[config.mk]
export PLATFORM = sky130hd
export DESIGN_NAME = issue_sched_flat
export DESIGN_NICKNAME = d
export VERILOG_FILES = /design/src/rtl/issue_sched_pkg.sv /design/src/rtl/issue_sched_if.sv /design/src/rtl/inst_class_dec.sv /design/src/rtl/issue_sched.sv /design/src/flat_wrapper.sv
export SDC_FILE = /design/constraint.sdc
export NUM_CORES = 1
export LEC_CHECK = 0
export BUFFER_PORTS_ARGS = -buffer_cell sky130_fd_sc_hd__buf_4
export CAP_MARGIN = 20
export CORE_MARGIN = 5
export CORE_UTILIZATION = 62
export DETAILED_ROUTE_END_ITERATION = 8
export GPL_TIMING_DRIVEN = 0
export PLACE_DENSITY = 0.82
export SYNTH_ARGS = -nofsm -noshare
export SYNTH_HDL_FRONTEND = slang
export SYNTH_SLANG_ARGS = --single-unit
[constraint.sdc]
create_clock -name clk -period 9.05 [get_ports clk]
set_input_delay 1.3575 -clock clk [delete_from_list [all_inputs] [get_ports clk]]
set_output_delay 1.3575 -clock clk [all_outputs]
set_load 0.03 [all_outputs]
[src/rtl/issue_sched_pkg.sv]
// Shared decode constants, FSM state and instruction-class types for the
// dual-issue scheduler.
package issue_sched_pkg;

  localparam logic [5:0] OP_XFORM = 6'd31;
  localparam logic [5:0] OP_ADDI  = 6'd14;
  localparam logic [5:0] OP_LD    = 6'd58;
  localparam logic [5:0] OP_STD   = 6'd62;
  localparam logic [5:0] OP_SC    = 6'd17;

  localparam logic [9:0] XO_ADD   = 10'd266;
  localparam logic [9:0] XO_OR    = 10'd444;
  localparam logic [9:0] XO_MTSPR = 10'd467;
  localparam logic [9:0] XO_MFSPR = 10'd339;
  localparam logic [9:0] XO_MTCRF = 10'd144;

  typedef enum logic {RUN, HALTED} SchedState;

  typedef enum logic [2:0] {CLS_ALU, CLS_MEM, CLS_SPR, CLS_SC, CLS_BAD} InstClass;

  typedef struct packed {
    logic       valid;
    logic [4:0] gpr;
  } RegRef;

  function automatic logic refHit(RegRef a, RegRef b);
    return a.valid && b.valid && (a.gpr == b.gpr);
  endfunction

  // Only plain ALU and memory ops may share an issue cycle.
  function automatic logic pairable(InstClass c);
    return (c == CLS_ALU) || (c == CLS_MEM);
  endfunction

endpackage

[src/rtl/issue_sched_if.sv]
// Fetch-side and issue-side signals of the scheduler; slave is the scheduler,
// master is whoever feeds fetch words and accepts issued instructions.
interface issue_sched_if #(parameter int DEPTH = 16);
  localparam int CW = $clog2(DEPTH) + 1;

  logic          fetch_valid;
  logic [63:0]   fetch_data;
  logic          fetch_ready;
  logic          flush;
  logic          issue_ready;
  logic          issue0_valid;
  logic [31:0]   issue0_inst;
  logic          issue1_valid;
  logic [31:0]   issue1_inst;
  logic          halted;
  logic [CW-1:0] count;

  modport master (
    output fetch_valid, fetch_data, flush, issue_ready,
    input  fetch_ready, issue0_valid, issue0_inst, issue1_valid, issue1_inst,
           halted, count
  );

  modport slave (
    input  fetch_valid, fetch_data, flush, issue_ready,
    output fetch_ready, issue0_valid, issue0_inst, issue1_valid, issue1_inst,
           halted, count
  );
endinterface

[src/rtl/inst_class_dec.sv]
// Single-slot decoder: classifies one instruction and lists the GPRs it
// writes and reads. Field positions follow IBM numbering (bit 0 = MSB).
module inst_class_dec
  import issue_sched_pkg::*;
(
  input  logic [31:0] inst,
  output InstClass    cls,
  output RegRef [1:0] dst,
  output RegRef [1:0] src
);

  logic [5:0] op;
  logic [4:0] rt, ra, rb;
  logic [9:0] xo;
  logic [1:0] dsXo;

  assign op   = inst[31:26];
  assign rt   = inst[25:21];
  assign ra   = inst[20:16];
  assign rb   = inst[15:11];
  assign xo   = inst[10:1];
  assign dsXo = inst[1:0];

  always_comb begin
    cls = CLS_BAD;
    dst = '0;
    src = '0;
    case (op)
      OP_ADDI: begin
        cls    = CLS_ALU;
        dst[0] = '{1'b1, rt};
        src[0] = '{ra != 5'd0, ra};
      end
      OP_LD: begin
        if (dsXo == 2'd0) begin
          cls    = CLS_MEM;
          dst[0] = '{1'b1, rt};
          src[0] = '{ra != 5'd0, ra};
        end else if (dsXo == 2'd1) begin
          // ldu writes the updated base back into ra.
          cls    = CLS_MEM;
          dst[0] = '{1'b1, rt};
          dst[1] = '{1'b1, ra};
          src[0] = '{1'b1, ra};
        end
      end
      OP_STD: begin
        if (dsXo == 2'd0) begin
          cls    = CLS_MEM;
          src[0] = '{1'b1, rt};
          src[1] = '{ra != 5'd0, ra};
        end
      end
      OP_SC: cls = CLS_SC;
      OP_XFORM: begin
        case (xo)
          XO_ADD: begin
            cls    = CLS_ALU;
            dst[0] = '{1'b1, rt};
            src[0] = '{1'b1, ra};
            src[1] = '{1'b1, rb};
          end
          XO_OR: begin
            cls    = CLS_ALU;
            dst[0] = '{1'b1, ra};
            src[0] = '{1'b1, rt};
            src[1] = '{1'b1, rb};
          end
          XO_MTSPR, XO_MFSPR, XO_MTCRF: cls = CLS_SPR;
          default: cls = CLS_BAD;
        endcase
      end
      default: cls = CLS_BAD;
    endcase
  end

endmodule

[src/rtl/issue_sched.sv]
// Circular instruction queue filled two words per fetch, offering its two
// oldest entries to the D0/D1 issue slots; an issued sc halts until flush.
module issue_sched
  import issue_sched_pkg::*;
#(
  parameter int DEPTH = 16
) (
  input logic          clk,
  input logic          reset,
  issue_sched_if.slave bus
);

  localparam int AW = $clog2(DEPTH);
  localparam int CW = AW + 1;

  logic [31:0]   mem [DEPTH];
  logic [AW-1:0] head, tail, headNext1, tailNext1;
  logic [CW-1:0] count;
  SchedState     state, stateNext;

  logic [31:0]   inst0, inst1;
  InstClass      cls0, cls1;
  RegRef [1:0]   dst0, dst1, src1, unusedSrc0;
  logic          hazard, pairOk, running, valid0, valid1, fetchReady, push, pop;

  assign headNext1 = head + AW'(1);
  assign tailNext1 = tail + AW'(1);
  assign inst0     = mem[head];
  assign inst1     = mem[headNext1];

  inst_class_dec uDec0 (.inst(inst0), .cls(cls0), .dst(dst0), .src(unusedSrc0));
  inst_class_dec uDec1 (.inst(inst1), .cls(cls1), .dst(dst1), .src(src1));

  // RAW: I1 reads what I0 writes; WAW: both write the same GPR.
  always_comb begin
    hazard = 1'b0;
    for (int i = 0; i < 2; i++)
      for (int j = 0; j < 2; j++)
        hazard = hazard | refHit(src1[i], dst0[j]) | refHit(dst1[i], dst0[j]);
  end

  assign pairOk     = pairable(cls0) && pairable(cls1) &&
                      !(cls0 == CLS_MEM && cls1 == CLS_MEM) && !hazard;
  assign running    = (state == RUN);
  assign valid0     = running && (count != '0);
  assign valid1     = valid0 && (count >= CW'(2)) && pairOk;
  assign fetchReady = running && ((CW'(DEPTH) - count) >= CW'(2));
  assign push       = bus.fetch_valid && fetchReady;
  assign pop        = bus.issue_ready && valid0;

  // NOTE: default assigned first so every path drives stateNext (no latch).
  always_comb begin
    stateNext = state;
    case (state)
      RUN:    if (pop && cls0 == CLS_SC) stateNext = HALTED;
      HALTED: stateNext = HALTED;
    endcase
    if (bus.flush) stateNext = RUN;
  end

  // NOTE: non-blocking assignments so all flops update from pre-edge values.
  always_ff @(posedge clk) begin
    if (reset) state <= RUN;
    else       state <= stateNext;
  end

  always_ff @(posedge clk) begin
    if (reset || bus.flush) begin
      head  <= '0;
      tail  <= '0;
      count <= '0;
    end else begin
      if (pop)  head <= head + (valid1 ? AW'(2) : AW'(1));
      if (push) tail <= tail + AW'(2);
      count <= count + (push ? CW'(2) : CW'(0)) - (pop ? (valid1 ? CW'(2) : CW'(1)) : CW'(0));
    end
  end

  // NOTE: storage has no reset; occupancy alone says which entries are live.
  always_ff @(posedge clk) begin
    if (push && !reset && !bus.flush) begin
      mem[tail]      <= bus.fetch_data[63:32];
      mem[tailNext1] <= bus.fetch_data[31:0];
    end
  end

  assign bus.fetch_ready  = fetchReady;
  assign bus.issue0_valid = valid0;
  assign bus.issue0_inst  = inst0;
  assign bus.issue1_valid = valid1;
  assign bus.issue1_inst  = inst1;
  assign bus.halted       = (state == HALTED);
  assign bus.count        = count;

endmodule

[src/flat_wrapper.sv]
// flat-port wrapper written by rule: the top's interface ports become plain ports
module issue_sched_flat import issue_sched_pkg::*;
#(
  parameter int DEPTH = 16
)
  (clk, reset, bus_fetch_valid, bus_fetch_data, bus_flush, bus_issue_ready, bus_fetch_ready, bus_issue0_valid, bus_issue0_inst, bus_issue1_valid, bus_issue1_inst, bus_halted, bus_count);
  issue_sched_if #(.DEPTH(DEPTH)) bus_i ();
  input logic clk;
  input logic reset;
  input wire logic [$bits(bus_i.fetch_valid)-1:0] bus_fetch_valid;
  input wire logic [$bits(bus_i.fetch_data)-1:0] bus_fetch_data;
  input wire logic [$bits(bus_i.flush)-1:0] bus_flush;
  input wire logic [$bits(bus_i.issue_ready)-1:0] bus_issue_ready;
  output wire logic [$bits(bus_i.fetch_ready)-1:0] bus_fetch_ready;
  output wire logic [$bits(bus_i.issue0_valid)-1:0] bus_issue0_valid;
  output wire logic [$bits(bus_i.issue0_inst)-1:0] bus_issue0_inst;
  output wire logic [$bits(bus_i.issue1_valid)-1:0] bus_issue1_valid;
  output wire logic [$bits(bus_i.issue1_inst)-1:0] bus_issue1_inst;
  output wire logic [$bits(bus_i.halted)-1:0] bus_halted;
  output wire logic [$bits(bus_i.count)-1:0] bus_count;
  assign bus_i.fetch_valid = bus_fetch_valid;
  assign bus_i.fetch_data = bus_fetch_data;
  assign bus_i.flush = bus_flush;
  assign bus_i.issue_ready = bus_issue_ready;
  assign bus_fetch_ready = bus_i.fetch_ready;
  assign bus_issue0_valid = bus_i.issue0_valid;
  assign bus_issue0_inst = bus_i.issue0_inst;
  assign bus_issue1_valid = bus_i.issue1_valid;
  assign bus_issue1_inst = bus_i.issue1_inst;
  assign bus_halted = bus_i.halted;
  assign bus_count = bus_i.count;
  issue_sched #(.DEPTH(DEPTH)) u_core (.clk(clk), .reset(reset), .bus(bus_i));
endmodule
==> summary.md, run 1 <==
| Metric | Value |
|---|---|
| Initial DRC count | about 2,400 |
| Hold_buf cts | 0 |
| Leakage | 0.00984 uW |
| Die height | roughly 220 um |
| Ys async rst share | 0 |
| FP Rows | between 70 and 80 |
| Met3 WL | 9780 um |
| Pwr Density | between 200 and 250 nW/um^2 |
| Initial core utilization | 0.630 |
| Post-synth EDFFs | 512 |
| Most frequent cells after synthesis | edfxtp_1, mux4_2, nand2_1, mux2i_1, nor2_1 |
| Hpwl dp | 52,700 um |
| Pint | approximately 5000 uW |
| Post-CTS Setup Bufs | 0 |
| First-pass GRT wire length | ~110,000 um |
| WP buf/inv | 6 |
| Post-Syn Nets | 1,496 |
| Port bufs | approximately 140 |
| Worst-Skew Late Latency | 610 ps |
| Cell mode on critical path | buf_2 |
| TritonCTS buffer count | 52 |
| Tmin final | between 7000 and 8000 ps |
| Part of the power in combinational logic | 0.332 |
| Status | finished clean |
| Setup TNS Final | 0 ps |
| Mean cell area of the mapped netlist | 18.8 sq um |
| Chip width | 217 um |
| Total wire length | just under 80,000 um |
| Sequential area share after synthesis | 0.592 |
| Area share of the largest cell type after synthesis | 0.579 |
| Crit path DAT | around 6400 ps |
| Number of global-route vias before repair | 17,300 |
| Routability cong. | 0.948 |
| P_sw | 2380 uW |
| Setup CP Type | flop to output pin |
| Ratio of cells with drive above 1 in the final layout | 0.365 |
| Worst-Margin Slew | approximately 1100 ps |
| Sink Count | approximately 530 |
| Startpoint types | flop |
| Nets | ~1,700 |
| Yosys top cell by area | edfxtp_1 |
| Crit path max-delay cell type | buf_1 |
| Top delay family on crit path | buffers and inverters |
| Wl on met1 | ~27,000 um |
| CP Max Fanout | 10 |
| CORE AREA | around 42,000 sq um |
| Power, Total | between 7000 and 8000 uW |
| Max_slew headroom | 0.265 |
| CTS resizes | 0 |
| #FFs+latches synth | 529 |
| Clock root cell | clkbuf_16 |
| Seq pwr share | 0.378 |
| Crit path cell chain | buf_2, buf_2, buf_2, buf_1, buf_1, mux4_2, a22o_1, a22oi_2, or3_1, nand4_1, nor4_1, a221oi_2, and3_1, buf_4 |
| Post-Syn Area | about 27,000 sq um |
| Area Overhead vs Synth | 14.9% |
| Hold WS | between 500 and 600 ps |
| CP required | approximately 7700 ps |
| Post-route clock period utilization | 0.853 |
| Clock power frac | 0.290 |
| Metal2 WL | ~37,000 um |
| Pre-CTS setup slack | between 2000 and 2500 ps |
| Slew Viols, Final | 0 |
| Worst vdd ir | 158 uV |
| Crit end category | output pin |
| Worst hold-check path type | flop to flop |
| Switch share | 0.323 |
| Finish-stage setup viols | 0 |
| Dominant cells by area after synthesis | edfxtp_1, mux4_2, mux4_1, mux2i_1, dfxtp_1 |
| DRC | 0 |
| GR Overflow Total | 0 |
| Top layer in use | met5 |
| Max cap viols | 0 |
| Count leader, synth | edfxtp_1 |
| Clk buf depth | 3 |
| PnR worst setup slack | 1330 ps |
| H-tree Lvls | 2 |
| CTS tree | built |
| Overall Global Routing Usage | 0.328 |
| Pin count of the biggest net entering global routing | 27 |
| Post-Synthesis Cells | 1,410 |
| Top FF cell, synth | edfxtp_1 |
| Final antenna-violating net count | 0 |
| Routed WL per cell | approximately 35 um |
| DR vias | around 17,000 |
| I/O pins | approximately 140 |
| Final hold vios | 0 |
| Worst clock skew | 12.3 ps |
| Synth unique cells | 85 |
| F_max | between 100 and 150 MHz |
| RSZ-0062 raised after global routing | no |
| Drt pass-1 iters | 6 |
| Synth warnings | 0 |
| Routed vias/inst | around 7.6 |
| Core Util, Final | 0.724 |
| Initial antenna violation count | 3 |
| DIE AREA | ~47,000 sq um |
| CP max stage delay | ~870 ps |
| Clock Pin Slew Worst Setup and Hold Paths | ~70 ps |
layout by cell type (no fill, tap or decap), types with 5 or more instances in the layout:
| cell type | instances |
|---|---|
| and2_1 | 6 |
| nor4_1 | 8 |
| buf_2 | 26 |
| nor3_1 | 14 |
| a211oi_1 | 5 |
| nand3_1 | 25 |
| clkinv_2 | 8 |
| or3_1 | 13 |
| o22ai_1 | 5 |
| mux4_2 | 254 |
| buf_4 | 153 |
| buf_6 | 31 |
| o21ai_0 | 25 |
| mux4_1 | 37 |
| nand2_1 | 63 |
| buf_1 | 14 |
| a22o_1 | 6 |
| xor2_1 | 15 |
| a21oi_1 | 22 |
| mux2_2 | 14 |
| edfxtp_1 | 512 |
| inv_1 | 30 |
| a22oi_2 | 5 |
| nor2_4 | 6 |
| bufinv_16 | 5 |
| buf_12 | 15 |
| clkbuf_16 | 53 |
| nand4_1 | 9 |
| mux2i_1 | 62 |
| ha_1 | 14 |
| nor2_1 | 35 |
| xnor2_1 | 22 |
| dfxtp_1 | 17 |
| clkinv_1 | 13 |
| and3_1 | 8 |
| clkinvlp_4 | 5 |
| clkbuf_1 | 21 |
per-stage QoR:
step           instance area (sq um)  instances
5_1_grt                        30500       2217
3_3_place_gp                   28300       2090
3_5_place_dp                   28800       2119
6_report                       30500       2217
4_1_cts                        30500       2213
2_1_floorplan                  26600       1410
per-layer routing:
layer	vias to the layer above	GRT usage
met4	4	0.142
met2	1458	0.515
met5	-	0
li1	6468	-
met1	8627	0.436
met3	277	0.0967
sequential cells by signal, indices dropped and copies added, names as in the netlist, named ones only:
register and cells:
u_core.head 4, u_core.bus.count 5, u_core.tail 3, u_core.mem 512, u_core.bus.halted 1
cell families after synthesis:
family	share of synthesized area
compound gates	0.0308
xor+xnor	0.0134
fa+ha+maj	0.00886
buf+inv	0.0275
flops	0.592
mux	0.282
simple gates	0.0453
path summary, 6_finish.rpt:
path,start,end,slack [ps],cells after the start
min reg2reg,u_core.bus.halted$_SDFF_PP0_,u_core.bus.halted$_SDFF_PP0_,530,2
max,flop,bus_issue1_valid,1330,14
min,u_core.bus.halted$_SDFF_PP0_,u_core.bus.halted$_SDFF_PP0_,530,2
max reg2reg,flop,u_core.bus.count[4]$_SDFF_PP0_,2010,20
worst reg2reg max path: cells and delay by family, from the launching register on:
kind / cells / cell delay (ps)
compound gates: 5 / 1000
fa+ha+maj: 2 / 650
buf+inv: 6 / 2990
flops: 1 / 420
mux: 1 / 540
simple gates: 6 / 1360
area by class of cell:
type                            instances  area [sq um]
Timing Repair Buffer                  173          1570
Buffer                                 87           609
Multi-Input combinational cell        762         10200
Sequential cell                       529         15700
Clock inverter                         34           312
Antenna cell                            1          2.50
Inverter                               32           121
Clock buffer                           60          1350
Fill cell                            2408         11600
Tap cell                              539           674
power groups by stage:
stage	Combinational, uW	Sequential, uW	Clock, uW
5_1_grt	2560	2790	2270
3_3_place_gp	2330	2850	0
3_5_place_dp	2400	2840	0
2_1_floorplan	1620	2850	0
6_report	2460	2790	2140
4_1_cts	2420	2790	2150
(Power assumes the default switching activity.)
==> run 2: changes to the inputs <==
--- a/config.mk
+++ b/config.mk
@@ -9,6 +9,7 @@
 export CAP_MARGIN = 20
 export CORE_MARGIN = 5
 export CORE_UTILIZATION = 62
+export CTS_BUF_LIST = sky130_fd_sc_hd__clkbuf_16
 export DETAILED_ROUTE_END_ITERATION = 8
 export GPL_TIMING_DRIVEN = 0
 export PLACE_DENSITY = 0.82
==> run 2 against run 1 <==
  * Critical path depth did not move
  * Setup slack got worse by 4.1 ps
  * Flip-flop and latch count did not move
  * Count of clock-buffer cells in the layout fell by 7
  * First-iteration DRC count rose by 3.2%
  * Clock power barely moved
  * Routed wire length barely moved
  * Combinational power barely moved
  * Largest cell class unchanged
  * Largest power group unchanged
==> summary.md, run 2 (synthesis results as in run 1) <==
| Metric | Value |
|---|---|
| CORE AREA | 42,100 sq um (unchanged) |
| CP required | 7690 ps (about the same) |
| Final antenna-violating net count | 0 (unchanged) |
| Pin count of the biggest net entering global routing | 27 (unchanged) |
| FP Rows | 75 (unchanged) |
| GR Util met1 | 0.436 (unchanged) |
| Commonest non-fill, non-tap cells in the layout | edfxtp_1, mux4_2, buf_4, nand2_1, mux2i_1 |
| Crit path DAT | 6370 ps (about the same) |
| Sink Count | 529 (unchanged) |
| RSZ-0062 raised after global routing | no |
| Worst-Skew Late Latency | 610 ps (about the same) |
| Worst-Margin Slew | 1120 ps (+17.5 ps) |
| Crit end category | output pin |
| Status | finished clean |
| Total wire length | 77,100 um (about the same) |
| Part of the power in combinational logic | 0.332 (about the same) |
| Largest register by flop count | u_core.mem |
| Seq pwr share | 0.378 (about the same) |
| Max_slew headroom | 0.253 (-0.0116) |
| Crit path max-delay cell type | buf_1 |
| Core Util, Final | 0.724 (unchanged) |
| Chip width | 217 um (unchanged) |
| F_max | 129 MHz (about the same) |
| GR Util met2 | 0.515 (unchanged) |
| Top Usage Layer GRT | met2 |
| CTS resizes | 0 (unchanged) |
| Startpoint types | flop |
| GR Overflow Total | 0 (unchanged) |
| Setup CP Type | flop to output pin |
| Clock Pin Slew Worst Setup and Hold Paths | 70 ps (about the same) |
| Placed Instances | 2,119 (unchanged) |
| DR vias | 16,800 (-0.34%) |
| DIE AREA | 47,100 sq um (unchanged) |
| Die height | 217 um (unchanged) |
| Leakage | 0.00987 uW (+0.29%) |
| Initial antenna violation count | 3 (unchanged) |
| P_sw | 2380 uW (about the same) |
| Worst hold-check path type | flop to flop |
| Initial DRC count | 2,486 (+3.2%) |
| Clock power frac | 0.289 (about the same) |
| Hold_buf cts | 0 (unchanged) |
| Drt pass-1 iters | 6 (unchanged) |
| FF-to-FF setup slack | 2010 ps (about the same) |
| CP max stage delay | 880 ps (about the same) |
| Met3 Usage GRT | 0.0967 (unchanged) |
| Routed vias/inst | 7.57 (-0.34%) |
| CP Max Fanout | 10 (unchanged) |
| Hpwl dp | 52,700 um (unchanged) |
| H-tree Lvls | 2 (unchanged) |
| Commonest non-fill, non-tap cell in the layout | edfxtp_1 |
| Number of fill cells in the layout | 2,408 (unchanged) |
| Initial core utilization | 0.630 (unchanged) |
| Worst vdd ir | 157 uV (-0.56%) |
| Area Overhead vs Synth | 14.9% (unchanged) |
| Clock root cell | clkbuf_16 |
| Top flop regs | u_core.mem x512, u_core.bus.count x5, u_core.head x4 |
| Final hold vios | 0 (unchanged) |
| Final std cells w/o fill | 2,217 (unchanged) |
| Finish-stage setup viols | 0 (unchanged) |
| Max cap viols | 0 (unchanged) |
| Tmin final | 7730 ps (+4.09 ps) |
| Routed WL per cell | 34.8 um (about the same) |
| Post-route clock period utilization | 0.854 (about the same) |
| Slew Viols, Final | 0 (unchanged) |
| Worst clock skew | 14.6 ps (+2.36 ps) |
| DRC | 0 (unchanged) |
| Post-CTS Setup Bufs | 0 (unchanged) |
| Max reg flops | 512 (unchanged) |
| Number of global-route vias before repair | 17,300 (-0.0058%) |
| Pwr Density | 242 nW/um^2 (-0.11%) |
| Setup TNS Final | 0 ps (unchanged) |
| I/O pins | 142 (unchanged) |
| Crit path cell chain | buf_2, buf_2, buf_2, buf_1, buf_1, mux4_2, a22o_1, a22oi_2, or3_1, nand4_1, nor4_1, a221oi_2, and3_1, buf_4 |
| Switch share | 0.323 (+0.000341) |
| Clk buf depth | 3 (unchanged) |
| Pint | 5000 uW (-0.16%) |
| Overall Global Routing Usage | 0.328 (unchanged) |
| Port bufs | 141 (unchanged) |
| TritonCTS buffer count | 52 (unchanged) |
| Nets | 1,723 (unchanged) |
| Routability cong. | 0.948 (unchanged) |
| First-pass GRT wire length | 113,000 um (unchanged) |
| CTS tree | built |
| Cell mode on critical path | buf_2 |
| Ratio of cells with drive above 1 in the final layout | 0.365 (unchanged) |
## run 2: critical path: cells and delay by family, from the launching register on
family / cells / cell delay, ps
flip-flops: 1 / 420
AND/OR/NAND/NOR: 4 / 1020
buffers and inverters: 6 / 3070
multiplexers: 1 / 530
AO/OA/AOI/OAI: 3 / 690
## run 2: stage by stage
| step | hold slack, ps | area [sq um] | power, uW | worst slack [ps] |
|---|---|---|---|---|
| 4_1_cts | 531 | 30500 | 7360 | 1450 |
| 2_1_floorplan | 498 | 26600 | 4470 | 1440 |
| 5_1_grt | 588 | 30500 | 7620 | 1150 |
| 6_report | 533 | 30500 | 7390 | 1320 |
| 3_3_place_gp | 513 | 28300 | 5180 | -2220 |
| 3_5_place_dp | 518 | 28800 | 5240 | 2160 |
## run 2: path summary, 6_finish.rpt
| path | from | to | cells past startpoint |
|---|---|---|---|
| worst max-delay path | flop | bus_issue1_valid | 14 |
| worst min-delay path | u_core.bus.halted$_SDFF_PP0_ | u_core.bus.halted$_SDFF_PP0_ | 2 |
| worst max register to register | flop | u_core.bus.count[4]$_SDFF_PP0_ | 20 |
| worst min register to register | u_core.bus.halted$_SDFF_PP0_ | u_core.bus.halted$_SDFF_PP0_ | 2 |
## run 2: final cells by class
type,count,area [sq um],area share
plain buffers,87,609,0.0200
clock buffers,53,1330,0.0435
diodes,1,2.50,0.0000820
repair buffers,173,1570,0.0513
flip-flops and latches,529,15700,0.515
inverters,32,121,0.00398
clock inverters,41,338,0.0111
multi-input cells,762,10200,0.333
well taps,539,674,0.0221
## run 2: routing by layer
layer / wire length [um] / vias up
met4: 3790 / 4
met5: 22 / -
met1: 26600 / 8563
met3: 9820 / 273
li1: - / 6478
met2: 36900 / 1459
## run 2: power by group through the flow
stage          combinational (uW)  clock, uW  sequential, uW
3_5_place_dp                 2400          0            2840
3_3_place_gp                 2330          0            2850
5_1_grt                      2560       2260            2790
2_1_floorplan                1620          0            2850
6_report                     2460       2140            2790
4_1_cts                      2420       2150            2790
